<file path="src/rtl/mskaes_32bits_key_sched_ctrl_pkg.sv">
// Shared types and constants for the masked AES-128 key-schedule controller.
// Used by mskaes_32bits_key_sched_ctrl and mskaes_key_sched_cnt.
package mskaes_32bits_key_sched_ctrl_pkg;

   localparam int NUM_ROUNDS = 10;
   localparam int COLS       = 4;
   localparam int ROUND_W    = 4;
   localparam int COL_W      = 2;

   typedef enum logic [2:0] {
      S_IDLE,
      S_LOAD,
      S_PASS,
      S_SB_SEND,
      S_SB_WAIT,
      S_COL,
      S_DONE
   } state_t;

   // S-box wait-counter width is clog2(SBOX_LAT), floored at 1 so SBOX_LAT=1 still yields a legal vector
   function automatic int wait_w(input int lat);
      return (lat > 1) ? $clog2(lat) : 1;
   endfunction

endpackage

</file>
<file path="src/rtl/mskaes_key_sched_cnt.sv">
// Round, column and S-box wait counters for the key-schedule controller.
// Each counter supports clear/load and step, and exposes a terminal-count flag.
module mskaes_key_sched_cnt
   import mskaes_32bits_key_sched_ctrl_pkg::*;
#(
   parameter int SBOX_LAT = 4
) (
   input  logic               clk,
   input  logic               rst,
   input  logic               col_clr_i,
   input  logic               col_inc_i,
   input  logic               round_clr_i,
   input  logic               round_inc_i,
   input  logic               wait_load_i,
   input  logic               wait_dec_i,
   output logic [COL_W-1:0]   col_idx_o,
   output logic [ROUND_W-1:0] round_idx_o,
   output logic               col_last_o,
   output logic               round_last_o,
   output logic               wait_last_o
);

   localparam int WAIT_W = wait_w(SBOX_LAT);
   localparam logic [WAIT_W-1:0] WAIT_INIT = WAIT_W'(SBOX_LAT - 1);

   logic [COL_W-1:0]   col_q, col_d;
   logic [ROUND_W-1:0] round_q, round_d;
   logic [WAIT_W-1:0]  wait_q, wait_d;

   always_comb begin
      col_d   = col_q;
      round_d = round_q;
      wait_d  = wait_q;
      // Column counter wraps 3 -> 0 naturally at the end of each pass/round
      if (col_clr_i)        col_d = '0;
      else if (col_inc_i)   col_d = col_q + 1'b1;
      if (round_clr_i)      round_d = '0;
      else if (round_inc_i) round_d = round_q + 1'b1;
      if (wait_load_i)      wait_d = WAIT_INIT;
      else if (wait_dec_i)  wait_d = wait_q - 1'b1;
   end

   always_ff @(posedge clk) begin
      if (rst) begin
         col_q   <= '0;
         round_q <= '0;
         wait_q  <= '0;
      end else begin
         col_q   <= col_d;
         round_q <= round_d;
         wait_q  <= wait_d;
      end
   end

   assign col_idx_o    = col_q;
   assign round_idx_o  = round_q;
   assign col_last_o   = (col_q == COL_W'(COLS - 1));
   assign round_last_o = (round_q == ROUND_W'(NUM_ROUNDS));
   assign wait_last_o  = (wait_q == WAIT_W'(1));

endmodule

</file>
<file path="src/rtl/mskaes_32bits_key_sched_ctrl.sv">
// Control FSM for the masked 32-bit AES-128 key datapath (load, round-0 pass, 10 S-box rounds).
// Define MSKAES_KEY_INVERSE_EN to support the inverse key schedule.
module mskaes_32bits_key_sched_ctrl
   import mskaes_32bits_key_sched_ctrl_pkg::*;
#(
   parameter int SBOX_LAT = 4
) (
   input  logic               clk,
   input  logic               rst,
   input  logic               in_valid,
   input  logic               in_inverse,
   output logic               in_ready,
   input  logic               ak_ready,
   output logic               col_valid,
   output logic [ROUND_W-1:0] round_idx,
   output logic [COL_W-1:0]   col_idx,
   output logic               sbox_req,
   output logic               key_init,
   output logic               key_enable,
   output logic               key_loop,
   output logic               key_add_from_sb,
   output logic               rcon_rst,
   output logic               rcon_update,
   output logic               rcon_inverse,
   output logic               en_buf_sb,
   output logic               rst_buf_sb,
   output logic               done
);

   state_t state_q;
   logic   col_acc, col_last, round_last, wait_last, inv_act;

   mskaes_key_sched_cnt #(.SBOX_LAT(SBOX_LAT)) u_cnt (
      .clk          (clk),
      .rst          (rst),
      .col_clr_i    (state_q == S_LOAD),
      .col_inc_i    (col_acc),
      .round_clr_i  ((state_q == S_LOAD) || (state_q == S_DONE)),
      .round_inc_i  (col_acc && col_last && ((state_q == S_PASS) || !round_last)),
      .wait_load_i  (state_q == S_SB_SEND),
      .wait_dec_i   (state_q == S_SB_WAIT),
      .col_idx_o    (col_idx),
      .round_idx_o  (round_idx),
      .col_last_o   (col_last),
      .round_last_o (round_last),
      .wait_last_o  (wait_last)
   );

   always_ff @(posedge clk) begin
      if (rst) begin
         state_q <= S_IDLE;
      end else begin
         case (state_q)
            S_IDLE:    if (in_valid) state_q <= S_LOAD;
            S_LOAD:    state_q <= S_PASS;
            S_PASS:    if (col_acc && col_last) state_q <= S_SB_SEND;
            S_SB_SEND: state_q <= (SBOX_LAT > 1) ? S_SB_WAIT : S_COL;
            S_SB_WAIT: if (wait_last) state_q <= S_COL;
            S_COL:     if (col_acc && col_last) state_q <= round_last ? S_DONE : S_SB_SEND;
            S_DONE:    state_q <= S_IDLE;
            default:   state_q <= S_IDLE;
         endcase
      end
   end

`ifdef MSKAES_KEY_INVERSE_EN
   logic inv_q;

   always_ff @(posedge clk) begin
      if (rst)                                 inv_q <= 1'b0;
      else if (state_q == S_IDLE && in_valid)  inv_q <= in_inverse;
   end

   assign inv_act = inv_q && (state_q != S_IDLE);
`else
   logic unused_in_inverse;
   assign unused_in_inverse = in_inverse;
   assign inv_act = 1'b0;
`endif

   // A column is accepted only in PASS/COL and only when the consumer is ready
   assign col_acc = col_valid && ak_ready;

   always_comb begin
      in_ready        = (state_q == S_IDLE);
      col_valid       = (state_q == S_PASS) || (state_q == S_COL);
      sbox_req        = (state_q == S_SB_SEND);
      key_init        = (state_q == S_LOAD);
      key_enable      = (state_q == S_LOAD) || (col_valid && ak_ready);
      key_loop        = (state_q == S_PASS);
      key_add_from_sb = (state_q == S_COL) && (col_idx == '0);
      rcon_rst        = (state_q == S_LOAD);
      rcon_update     = (state_q == S_COL) && col_acc && col_last;
      done            = (state_q == S_DONE);
      rcon_inverse    = inv_act;
      // Inverse mode buffers S-box output over columns 0..2; column 0 also restarts the buffer
      en_buf_sb       = inv_act && (state_q == S_COL) && col_acc && !col_last;
      rst_buf_sb      = en_buf_sb && (col_idx == '0);
   end

endmodule

</file>
<file path="config.mk">
export PLATFORM = sky130hd
export DESIGN_NAME = mskaes_32bits_key_sched_ctrl
export DESIGN_NICKNAME = d
export VERILOG_FILES = /design/src/rtl/mskaes_32bits_key_sched_ctrl_pkg.sv /design/src/rtl/mskaes_key_sched_cnt.sv /design/src/rtl/mskaes_32bits_key_sched_ctrl.sv
export SDC_FILE = /design/constraint.sdc
export NUM_CORES = 1
export LEC_CHECK = 0
export CAP_MARGIN = 20
export CORE_MARGIN = 2
export CORE_UTILIZATION = 46
export CTS_BUF_LIST = sky130_fd_sc_hd__clkbuf_8 sky130_fd_sc_hd__clkbuf_16
export CTS_CLUSTER_SIZE = 24
export DETAILED_ROUTE_END_ITERATION = 12
export PLACE_DENSITY = 0.84
export SLEW_MARGIN = 20
export SYNTH_ARGS = -nofsm -noshare
export SYNTH_HDL_FRONTEND = slang
export SYNTH_HIERARCHICAL = 1
export SYNTH_SLANG_ARGS = --single-unit
</file>
<file path="constraint.sdc">
create_clock -name clk -period 4.18 [get_ports clk]
set_input_delay 0.836 -clock clk [delete_from_list [all_inputs] [get_ports clk]]
set_output_delay 0.836 -clock clk [all_outputs]
set_load 0.005 [all_outputs]
</file>
After elaboration in Yosys (flattened, before gate mapping)
Cells that the tools add are included.
{"block": "classes", "n_reduce_logical": 17, "eq_ne": 13, "muxes": 8, "n_addsub": 3}
{"cell": "$pmux 3 s6", "n": 1}
{"cell": "$mux 3", "n": 5}
{"cell": "$eq 3x3->1 const B", "n": 3}
{"cell": "$eq 3x2->1 const B", "n": 2}
{"cell": "$logic_and 1x1->1", "n": 6}
{"cell": "$ne 2x2->1 const B", "n": 3}
{"cell": "$add 4x1->4 const B", "n": 1}
{"cell": "$eq 4x4->1 const B", "n": 1}
{"cell": "$logic_or 1x1->1", "n": 4}
{"cell": "$mux 2", "n": 2}
{"cell": "$reduce_and 4->1", "n": 1}
{"cell": "$reduce_or 2->1", "n": 2}
{"cell": "$eq 3x1->1 const B", "n": 1}
{"cell": "$logic_not 3->1", "n": 1}
{"cell": "$add 2x1->2 const B", "n": 1}
{"cell": "$eq 2x1->1 const B", "n": 1}
{"cell": "$eq 2x2->1 const B", "n": 1}
{"cell": "$logic_not 2->1", "n": 1}
{"cell": "$ne 2x1->1 const B", "n": 1}
{"cell": "$reduce_bool 2->1", "n": 1}
{"cell": "$sub 2x1->2 const B", "n": 1}
{"cell": "$logic_not 1->1", "n": 1}
{"block": "word_totals", "regBits": 11, "input_bits": 5}

Depth between registers and ports, before layout
{"block": "depth", "word_depth": 6, "mapped_depth": 9, "depth_no_buf": 9}

Modules after synthesis
Netlist, hierarchy kept.
{"mod": "mskaes_key_sched_cnt", "cells_each": 37, "area_each_um2": 369.1, "instances": 1}
{"mod": "mskaes_32bits_key_sched_ctrl", "cells_each": 41, "area_each_um2": 309.0, "instances": 1}

Worst setup path before layout
No wires, ideal clock.
{"block": "synth_timing", "path_kind": "input -> output", "startpoint": "input port ak_ready", "endpoint": "output port key_enable", "slack_ns": 2.057, "required_time_ns": 3.344, "t_arrival_ns": 1.287, "n_path_buf": 0, "stages": 2, "path_cell_list": "and2_2 or2_2"}
{"block": "synth_between", "elab_chain_cells": 2}
{"element": "from (decl)", "line": "mskaes_32bits_key_sched_ctrl.sv:13", "rtl": "input logic ak_ready,"}
{"element": "$logic_and 1x1->1", "line": "mskaes_32bits_key_sched_ctrl.sv:89", "rtl": "key_enable = (state_q == S_LOAD) || (col_valid && ak_ready);"}
{"element": "$logic_or 1x1->1", "line": "mskaes_32bits_key_sched_ctrl.sv:89"}
{"element": "to (decl)", "line": "mskaes_32bits_key_sched_ctrl.sv:19", "rtl": "output logic key_enable,"}
No other way between the ends.

Worst setup path after layout
{"block": "layout_timing", "startpoint": "input port ak_ready", "endpoint": "output port key_enable"}
{"block": "layout_between", "elab_chain_cells": 2}
{"element": "$logic_and 1x1->1"}
{"element": "via col_acc", "line": "mskaes_32bits_key_sched_ctrl.sv:31", "rtl": "logic col_acc, col_last, round_last, wait_last, inv_act;"}
{"element": "$logic_or 1x1->1", "line": "mskaes_32bits_key_sched_ctrl.sv:89"}
The timed path passes the listed nets, and every way through them passes these cells.

==> flow_summary.json <==
{
  "area_growth_pct": 32.3,
  "layout.cells.non_filler": 112,
  "track_usage": 0.172,
  "start_util": 0.508,
  "internal_power_mw": 0.250,
  "fp.dieW_um": 42.4,
  "die_h_um": 42.4,
  "ys_async_sr_fraction": 0,
  "place_inst": 108,
  "p_sw_frac": 0.291,
  "synth_flop_cell": "dfxtp_1",
  "first_pass_iters": 4,
  "synth_cell_types": 34,
  "crit_top_cell": "clkdlybuf4s50_1",
  "r2r_start": "state_q[2]",
  "crit_arrival_ns": 2.20,
  "hpwl_um": 1110,
  "relSlewSlack": 0.677,
  "start_kind": "primary input",
  "synth_most_common_cell": "dfxtp_1",
  "avgSynthCellArea_um2": 8.69,
  "p_leak_nw": 0.343,
  "ys_warn_count": 6,
  "wl_per_cell_um": 12.8,
  "fp-row-count": 13,
  "hp-start": "u_cnt/wait_q[1]",
  "cts_tree": "done",
  "clock_latency_ns": 0.23,
  "powerDensity_nw_per_um2": 393,
  "synth_top_area_frac": 0.325,
  "vias": 606,
  "globalplace.congestion": 0.761,
  "min_period_ns": 3.04,
  "synth_area_leaders": "dfxtp_1 (32%), ha_1 (7.4%), buf_4 (5.5%)",
  "cap_viol_max_count": 0,
  "crit_path_end_kind": "output port",
  "rsz0062_at_grt": "false",
  "path_max_fanout": 3,
  "setup_violations": 0,
  "ys_seq_area_frac": 0.325,
  "critPathRequiredTime_ns": 3.34,
  "power_mw": 0.353,
  "grt_max_degree": 14,
  "outcome": "finished clean",
  "path_cells": "clkdlybuf4s50_1 -> and2_2 -> or2_2 -> clkdlybuf4s50_1",
  "cp_slowest_cell": "clkdlybuf4s50_1",
  "core_um2": 1330,
  "worstSetupStartpoint": "ak_ready",
  "numCtsBuffers": 3,
  "root_buffer": "clkbuf_8",
  "tightest_slew_ns": 0.473,
  "clockBufferDepth": 2,
  "grt_pass1_wl_um": 2370,
  "post-route-drc-count": 0,
  "critical_path_class": "primary input to output port",
  "netlist_area_um2": 678,
  "finalHoldViolations": 0,
  "finalWirelength_um": 1440,
  "final_nets": 107,
  "ioPinCount": 24,
  "synth-seq-cells": 11,
  "p_comb_frac": 0.334,
  "port-buffer-count": 19,
  "netlist_instances": 78,
  "ys_top_cells_by_count": "dfxtp_1 (11), nor2_1 (7), inv_1 (6)",
  "cts_resized": 0,
  "drive_above_1_share": 0.113,
  "postCtsSetupRepairBufs": 0,
  "clkTransAtPathRegs_ns": 0.05,
  "yosysTopAreaCell": "dfxtp_1",
  "final.setup.tns_ns": 0,
  "clock-sinks": 11,
  "grt_overflow": 0,
  "max_freq_mhz": 329,
  "period_share": 0.727,
  "h-tree-depth": 1,
  "worst_clock_skew_ns": 0.00103,
  "grt_pass1_vias": 553,
  "antenna_found_initial": 0,
  "antenna_cells": 0,
  "vias_per_cell": 5.41,
  "synth_edf_count": 0,
  "detail-route-antenna-nets": 0,
  "hold_class": "flop to flop",
  "critPathMaxStageDelay_ns": 0.44,
  "seqPwrFrac": 0.376,
  "power_switching_mw": 0.103,
  "p_clk_frac": 0.290,
  "dieArea_um2": 1800,
  "holdBufCountCts": 0,
  "slew_viol_final": 0,
  "ir_worst_vdd_mv": 0.281,
  "drt-initial-drc-count": 6
}
cell type report:
class	instances	area (um2)
Inverter	6	22.5
Sequential cell	11	220
Multi-Input combinational cell	57	400
Fill cell	119	437
Clock buffer	3	41.3
Clock inverter	1	3.75
Timing Repair Buffer	19	190
Tap cell	15	18.8
logic make-up (layout without fill, tap and decap cells):
group / Yosys count / count (layout) / share of synthesized area
buffers and inverters: 12 / 29 / 0.0959
AO/OA/AOI/OAI: 13 / 13 / 0.140
multiplexers: 3 / 3 / 0.0461
other: 1 / 3 / 0.00553
XOR/XNOR: 3 / 3 / 0.0388
AND/OR/NAND/NOR: 31 / 31 / 0.275
flip-flops: 11 / 11 / 0.325
adder cells (fa/ha/maj): 4 / 4 / 0.0738
cell usage in the layout, fill, tap and decap left out, drive strengths merged, types with 3 or more instances in the layout:
cell	Yosys	layout
a21oi	4	4
conb	1	3
nor2	7	7
clkbuf	0	3
nor3	5	5
clkdlybuf4s50	0	19
or2	3	3
xnor2	3	3
nor3b	4	4
ha	4	4
inv	6	7
dfxtp	11	11
nand2	4	4
power by group through the flow:
stage                     logic [mW]  clock network (mW)  registers, mW
after CTS                      0.119               0.105          0.132
final                          0.118               0.102          0.133
after global routing           0.130               0.111          0.134
after detailed placement       0.118                   0          0.134
after global placement         0.115                   0          0.133
after floorplan               0.0811                   0          0.124
path summary, 6_finish.rpt:
path | to | slack (ns) | cells after the start
hold / removal | u_cnt/wait_q[1] | 0.55 | 2
hold reg to reg | u_cnt/wait_q[1] | 0.55 | 2
setup reg to reg | u_cnt/round_idx_o[3] | 2.12 | 6
setup / recovery | key_enable | 1.14 | 4
critical path, delay by kind of cell:
family	cells	cell delay, ns
buffers and inverters	2	0.88
AND/OR/NAND/NOR	2	0.49
per-stage QoR:
| step | hold slack [ns] | setup WS [ns] | instance area (um2) | util |
|---|---|---|---|---|
| after floorplan | 0.511 | 2.06 | 686 | - |
| final | 0.545 | 1.14 | 897 | 0.673 |
| after global placement | 0.533 | 1.15 | 852 | 0.639 |
| after detailed placement | 0.538 | 1.14 | 852 | 0.639 |
| after global routing | 0.578 | 1.11 | 897 | 0.673 |
| after CTS | 0.549 | 1.14 | 897 | 0.673 |
sequential cells by signal, indices dropped and copies added, names as in the netlist:
| signal | cells |
|---|---|
| u_cnt/col_idx_o | 2 |
| u_cnt/wait_q | 2 |
| u_cnt/round_idx_o | 4 |
| state_q | 3 |
routing by layer:
layer / track usage / up-vias / share of wire
li1: - / 302 / -
met1: 0.197 / 282 / 0.44
met2: 0.298 / 18 / 0.49
met3: 0.0431 / 4 / 0.050
met4: 0.0750 / 0 / 0.015
met5: 0 / - / 0
(Power assumes the default switching activity.)
